==> config.mk <==
export PLATFORM = sky130hd
export DESIGN_NAME = rip_branch_history_flat
export DESIGN_NICKNAME = d
export VERILOG_FILES = /design/src/rtl/rip_branch_history_if.sv /design/src/rtl/rip_branch_history.sv /design/src/flat_wrapper.sv
export SDC_FILE = /design/constraint.sdc
export NUM_CORES = 1
export LEC_CHECK = 0
export ABC_AREA = 0
export BUFFER_PORTS_ARGS = -buffer_cell sky130_fd_sc_hd__clkbuf_2
export CORE_MARGIN = 4
export CORE_UTILIZATION = 54
export DETAILED_ROUTE_END_ITERATION = 10
export PLACE_DENSITY = 0.79
export SLEW_MARGIN = 10
export SYNTH_ARGS = -nofsm -noshare
export SYNTH_HDL_FRONTEND = slang
export SYNTH_SLANG_ARGS = --single-unit
==> constraint.sdc <==
create_clock -name clk -period 3.2 [get_ports clk]
set_input_delay 0.64 -clock clk [delete_from_list [all_inputs] [get_ports clk]]
set_output_delay 0.64 -clock clk [all_outputs]
set_load 0.05 [all_outputs]
==> src/rtl/rip_branch_history_if.sv <==
// Fetch/resolve bundle between the front end and the global branch-history unit.
// The master side is the pipeline; the slave side is rip_branch_history.
interface rip_branch_history_if #(
  parameter int HISTORY_LEN = 16,
  parameter int CKPT_DEPTH  = 4
);
  localparam int PTR_W = $clog2(CKPT_DEPTH);
  localparam int CNT_W = $clog2(CKPT_DEPTH + 1);

  logic                   pred_valid_i;
  logic                   pred_taken_i;
  logic                   pred_ready_o;
  logic [PTR_W-1:0]       pred_tag_o;
  logic                   resolve_valid_i;
  logic                   resolve_taken_i;
  logic [HISTORY_LEN-1:0] history_o;
  logic [HISTORY_LEN-1:0] commit_history_o;
  logic                   recover_o;
  logic [CNT_W-1:0]       inflight_o;

  modport master (
    output pred_valid_i, pred_taken_i, resolve_valid_i, resolve_taken_i,
    input  pred_ready_o, pred_tag_o, history_o, commit_history_o, recover_o, inflight_o
  );

  modport slave (
    input  pred_valid_i, pred_taken_i, resolve_valid_i, resolve_taken_i,
    output pred_ready_o, pred_tag_o, history_o, commit_history_o, recover_o, inflight_o
  );
endinterface

==> src/rtl/rip_branch_history.sv <==
// Speculative/committed global branch history with checkpoint FIFO and mispredict rollback.
// Optional resolve/mispredict statistics counters: define RIP_BP_HISTORY_STATS_EN.
module rip_branch_history #(
  parameter int HISTORY_LEN = 16,
  parameter int CKPT_DEPTH  = 4
) (
  input  logic clk,
  input  logic rst,
`ifdef RIP_BP_HISTORY_STATS_EN
  output logic [31:0] stat_resolved_o,
  output logic [31:0] stat_mispredict_o,
`endif
  rip_branch_history_if.slave bh
);
  localparam int PTR_W = $clog2(CKPT_DEPTH);
  localparam int CNT_W = $clog2(CKPT_DEPTH + 1);
  localparam logic [PTR_W-1:0] PTR_ONE  = PTR_W'(1);
  localparam logic [CNT_W-1:0] CNT_ONE  = CNT_W'(1);
  localparam logic [CNT_W-1:0] CNT_FULL = CNT_W'(CKPT_DEPTH);

  logic [HISTORY_LEN-1:0] history_q, history_d;
  logic [HISTORY_LEN-1:0] commit_q, commit_d;
  logic [CKPT_DEPTH-1:0]  fifo_q, fifo_d;
  logic [PTR_W-1:0]       wr_ptr_q, wr_ptr_d;
  logic [PTR_W-1:0]       rd_ptr_q, rd_ptr_d;
  logic [CNT_W-1:0]       count_q, count_d;
  logic                   recover_q, recover_d;

  logic accept;
  logic resolve;
  logic mispredict;

  assign bh.pred_ready_o     = (count_q != CNT_FULL);
  assign bh.pred_tag_o       = wr_ptr_q;
  assign bh.history_o        = history_q;
  assign bh.commit_history_o = commit_q;
  assign bh.recover_o        = recover_q;
  assign bh.inflight_o       = count_q;

  assign accept     = bh.pred_valid_i & bh.pred_ready_o;
  assign resolve    = bh.resolve_valid_i & (count_q != '0);
  assign mispredict = resolve & (fifo_q[rd_ptr_q] != bh.resolve_taken_i);

  always_comb begin
    history_d = history_q;
    commit_d  = commit_q;
    fifo_d    = fifo_q;
    wr_ptr_d  = wr_ptr_q;
    rd_ptr_d  = rd_ptr_q;
    count_d   = count_q;
    recover_d = mispredict;

    if (resolve) begin
      commit_d = {commit_q[HISTORY_LEN-2:0], bh.resolve_taken_i};
      rd_ptr_d = rd_ptr_q + PTR_ONE;
    end

    // A mispredict rebuilds history from the committed path and drops any wrong-path accept.
    if (mispredict) begin
      history_d = {commit_q[HISTORY_LEN-2:0], bh.resolve_taken_i};
      wr_ptr_d  = rd_ptr_q + PTR_ONE;
      count_d   = '0;
    end else begin
      if (accept) begin
        history_d        = {history_q[HISTORY_LEN-2:0], bh.pred_taken_i};
        fifo_d[wr_ptr_q] = bh.pred_taken_i;
        wr_ptr_d         = wr_ptr_q + PTR_ONE;
      end
      case ({accept, resolve})
        2'b10:   count_d = count_q + CNT_ONE;
        2'b01:   count_d = count_q - CNT_ONE;
        default: count_d = count_q;
      endcase
    end
  end

  always_ff @(posedge clk or posedge rst) begin
    if (rst) begin
      history_q <= '0;
      commit_q  <= '0;
      fifo_q    <= '0;
      wr_ptr_q  <= '0;
      rd_ptr_q  <= '0;
      count_q   <= '0;
      recover_q <= 1'b0;
    end else begin
      history_q <= history_d;
      commit_q  <= commit_d;
      fifo_q    <= fifo_d;
      wr_ptr_q  <= wr_ptr_d;
      rd_ptr_q  <= rd_ptr_d;
      count_q   <= count_d;
      recover_q <= recover_d;
    end
  end

`ifdef RIP_BP_HISTORY_STATS_EN
  logic [31:0] stat_resolved_q, stat_resolved_d;
  logic [31:0] stat_mispredict_q, stat_mispredict_d;

  always_comb begin
    stat_resolved_d   = stat_resolved_q + (resolve ? 32'd1 : 32'd0);
    stat_mispredict_d = stat_mispredict_q + (mispredict ? 32'd1 : 32'd0);
  end

  always_ff @(posedge clk or posedge rst) begin
    if (rst) begin
      stat_resolved_q   <= '0;
      stat_mispredict_q <= '0;
    end else begin
      stat_resolved_q   <= stat_resolved_d;
      stat_mispredict_q <= stat_mispredict_d;
    end
  end

  assign stat_resolved_o   = stat_resolved_q;
  assign stat_mispredict_o = stat_mispredict_q;
`endif
endmodule

==> src/flat_wrapper.sv <==
// flat-port wrapper written by rule: the top's interface ports become plain ports
module rip_branch_history_flat 
#(
  parameter int HISTORY_LEN = 16,
  parameter int CKPT_DEPTH  = 4
)
  (clk, rst, bh_pred_valid_i, bh_pred_taken_i, bh_resolve_valid_i, bh_resolve_taken_i, bh_pred_ready_o, bh_pred_tag_o, bh_history_o, bh_commit_history_o, bh_recover_o, bh_inflight_o);
  rip_branch_history_if #(.HISTORY_LEN(HISTORY_LEN), .CKPT_DEPTH(CKPT_DEPTH)) bh_i ();
  input  logic clk;
  input  logic rst;
  input wire logic [$bits(bh_i.pred_valid_i)-1:0] bh_pred_valid_i;
  input wire logic [$bits(bh_i.pred_taken_i)-1:0] bh_pred_taken_i;
  input wire logic [$bits(bh_i.resolve_valid_i)-1:0] bh_resolve_valid_i;
  input wire logic [$bits(bh_i.resolve_taken_i)-1:0] bh_resolve_taken_i;
  output wire logic [$bits(bh_i.pred_ready_o)-1:0] bh_pred_ready_o;
  output wire logic [$bits(bh_i.pred_tag_o)-1:0] bh_pred_tag_o;
  output wire logic [$bits(bh_i.history_o)-1:0] bh_history_o;
  output wire logic [$bits(bh_i.commit_history_o)-1:0] bh_commit_history_o;
  output wire logic [$bits(bh_i.recover_o)-1:0] bh_recover_o;
  output wire logic [$bits(bh_i.inflight_o)-1:0] bh_inflight_o;
  assign bh_i.pred_valid_i = bh_pred_valid_i;
  assign bh_i.pred_taken_i = bh_pred_taken_i;
  assign bh_i.resolve_valid_i = bh_resolve_valid_i;
  assign bh_i.resolve_taken_i = bh_resolve_taken_i;
  assign bh_pred_ready_o = bh_i.pred_ready_o;
  assign bh_pred_tag_o = bh_i.pred_tag_o;
  assign bh_history_o = bh_i.history_o;
  assign bh_commit_history_o = bh_i.commit_history_o;
  assign bh_recover_o = bh_i.recover_o;
  assign bh_inflight_o = bh_i.inflight_o;
  rip_branch_history #(.HISTORY_LEN(HISTORY_LEN), .CKPT_DEPTH(CKPT_DEPTH)) u_core (.clk(clk), .rst(rst), .bh(bh_i));
endmodule
==> impl_metrics.yaml <==
clock_network:
  cts_resized: 0
  cts_tree: "yes"
  cts-buffers-inserted: 5
  cts-root-buf: "clkbuf_8"
  htreeDepth: 2
  cts.sinks: 44
  clkLatencyLatePin_ns: 0.30
  hold_buffers: 0
  post_cts_buffers: 0
  clk_path_buf_depth: 2
  clkTransAtPathRegs_ns: 0.08
synthesis:
  synth-xor-area-share: 0.0425
  synthTopCellsByCount: "nand2_1 (54), dfrtp_1 (44), mux2i_1 (18), a21oi_1 (17), nor3_1 (16)"
  synth-compound-area-share: 0.0772
  synthSimpleGateAreaFrac: 0.168
  avgSynthCellArea_um2: 10.2
  synth_top_cell_by_area: "dfrtp_1"
  synth_mux_area_frac: 0.0969
  yosys.area.top_type_share: 0.527
  yosys_warnings: 0
  synth_top_family_by_area: "simple AND/OR/NAND/NOR gates"
  syn_inst: 204
  synthFlopType: "dfrtp_1"
  ys_ff_latch: 44
  ys_async_sr_fraction: 1.00
  yosysSeqAreaShare: 0.527
  synth_fa_ha_area_frac: 0.0395
  ys_types: 27
  syn_area_um2: 2090
  ys_top_cells_by_area: "dfrtp_1 (53%), nand2_1 (9.7%), mux2i_1 (8.6%)"
  yosysMostFrequentCell: "nand2_1"
  syn-num-nets: 216
  synth_edf_count: 0
setup_path:
  cp-startpoint: "u_core.bh.inflight_o[0]$_DFFE_PP0P_"
  worstPathCellList: "or3b_2 > clkbuf_2"
  end_kind: "output pin"
  critPathMaxFanout: 7
  worstPathArrival_ns: 1.62
  cp_slowest_cell: "or3b_2"
  slowest_delay_ns: 0.58
  r2r_cells: 5
  required_ns: 2.56
  rr_startpoint: "u_core.rd_ptr_q[0]$_DFFE_PP0P_"
  worst_setup_path_start_kind: "flop"
  critPathKind: "reg2out"
placement:
  gp_congestion: 0.828
  numPortBuffers: 44
  dp.final_hpwl_um: 3260
sta:
  slew_violations: 0
  layout_min_cycle_time_ns: 2.26
  tightest_slew_ns: 0.747
  hold_viol: 0
  skew_ns: 0.00724
  rsz0062_at_grt: "false"
  min_period_over_period: 0.708
  setup_viol: 0
  slew_headroom: 0.502
  max_clock_freq_mhz: 442
  setup_tns_ns: 0
floorplanning:
  die-width_um: 70.2
  io_pins: 45
  core-area_um2: 3690
  dieArea_um2: 4930
  row_count: 22
  start_util: 0.567
  die_y_um: 70.2
detailed_routing:
  viasPerCell: 5.45
  ant_nets: 0
  drt_pass1_iterations: 4
  wl_per_cell_um: 15.0
  wirelength_um: 4480
  dr.first_iter.drc_count: 122
  num_vias: 1625
  drc_errors: 0
grt:
  first_global_vias: 1534
  grt_max_degree: 36
  grt_util_all_layers: 0.192
  grt_pass1_wl_um: 7550
  antenna_found_initial: 0
  overflow: 0
final_layout:
  nFillCells: 319
  final_nets: 261
  syn_to_final_growth_pct: 17.9
  drive_above_1_share: 0.248
  antennaDiodeCount: 0
run_status:
  status: "completed"
job:
  max_cap_violations: 0
worst_hold_path:
  hold_class: "in2async"
## cell families (layout without fill, tap and decap cells)
| logic type | after synthesis | after routing |
|---|---|---|
| and+or+nand+nor | 82 | 82 |
| DFF | 44 | 44 |
| AOI/OAI and AO/OA | 25 | 25 |
| buffers and inverters | 20 | 66 |
| muxes | 19 | 19 |
| xor gates and xnor gates | 8 | 8 |
| adders and majority gates | 6 | 6 |
## per-layer routing
metal	GRT usage	wire length (um)	up-vias
met3	0.0345	265	5
met4	0.0702	49	0
met1	0.274	1960	786
met5	0	0	-
li1	-	-	773
met2	0.293	2210	61
## metrics by stage
step                       util  setup slack [ns]  hold slack, ns  instances  cell area, um^2
after floorplan               -             0.464           0.471        204             2090
after CTS                 0.668             0.929           0.466        298             2460
after global routing      0.668             0.776           0.523        298             2460
final                     0.668             0.936           0.443        298             2460
after detailed placement  0.634             0.926           0.493        290             2340
after global placement    0.634             0.989           0.460        290             2340
## cell type report
type,instances,area (um^2),area share
well taps,48,60.1,0.0244
multi-input cells,140,886,0.359
flip-flops and latches,44,1100,0.447
inverters,9,33.8,0.0137
repair buffers,49,258,0.105
clock inverters,1,30.0,0.0122
clock buffers,7,96.3,0.0391
## state kept, by name, indices dropped and copies added (netlist names)
| name | cells |
|---|---|
| u_core.bh.commit_history_o | 16 |
| u_core.bh.recover_o | 1 |
| u_core.bh.pred_tag_o | 2 |
| u_core.rd_ptr_q | 2 |
| u_core.bh.inflight_o | 3 |
| u_core.fifo_q | 4 |
| u_core.bh.history_o | 16 |
## critical path: cells and delay by family (launching register included)
family / cells / cell delay [ns]
DFF: 1 / 0.47
buffers and inverters: 1 / 0.27
and+or+nand+nor: 1 / 0.58
## path summary, 6_finish.rpt
check                                                              to  slack (ns)
max                                                   bh_pred_ready_o        0.94
min                                u_core.bh.history_o[2]$_DFFE_PP0P_        0.44
max reg2reg                       u_core.bh.inflight_o[2]$_DFFE_PP0P_        0.94
min reg2reg                u_core.bh.commit_history_o[15]$_DFFE_PP0P_        0.51
max in group asynchronous  u_core.bh.commit_history_o[12]$_DFFE_PP0P_        2.08
min in group clk           u_core.bh.commit_history_o[15]$_DFFE_PP0P_        0.51
## cell usage in the layout (no fill, tap or decap), drive strengths merged
| cell | count |
|---|---|
| ha | 5 |
| a221oi | 1 |
| o21ai | 1 |
| xnor2 | 6 |
| or3b | 1 |
| and3 | 1 |
| nor3 | 16 |
| nand3 | 4 |
| a21oi | 17 |
| buf | 5 |
| dfrtp | 44 |
| nand2 | 54 |
| mux4 | 1 |
| bufinv | 1 |
| fa | 1 |
| inv | 9 |
| nand2b | 1 |
| clkbuf | 51 |
| o22ai | 1 |
| o31ai | 1 |
| mux2i | 18 |
| xor2 | 2 |
| o221ai | 4 |
| nor2 | 5 |
Power is left out: the tool's default activity adds up to more than one toggle a clock period on the data nets, which glitch-free logic cannot reach.
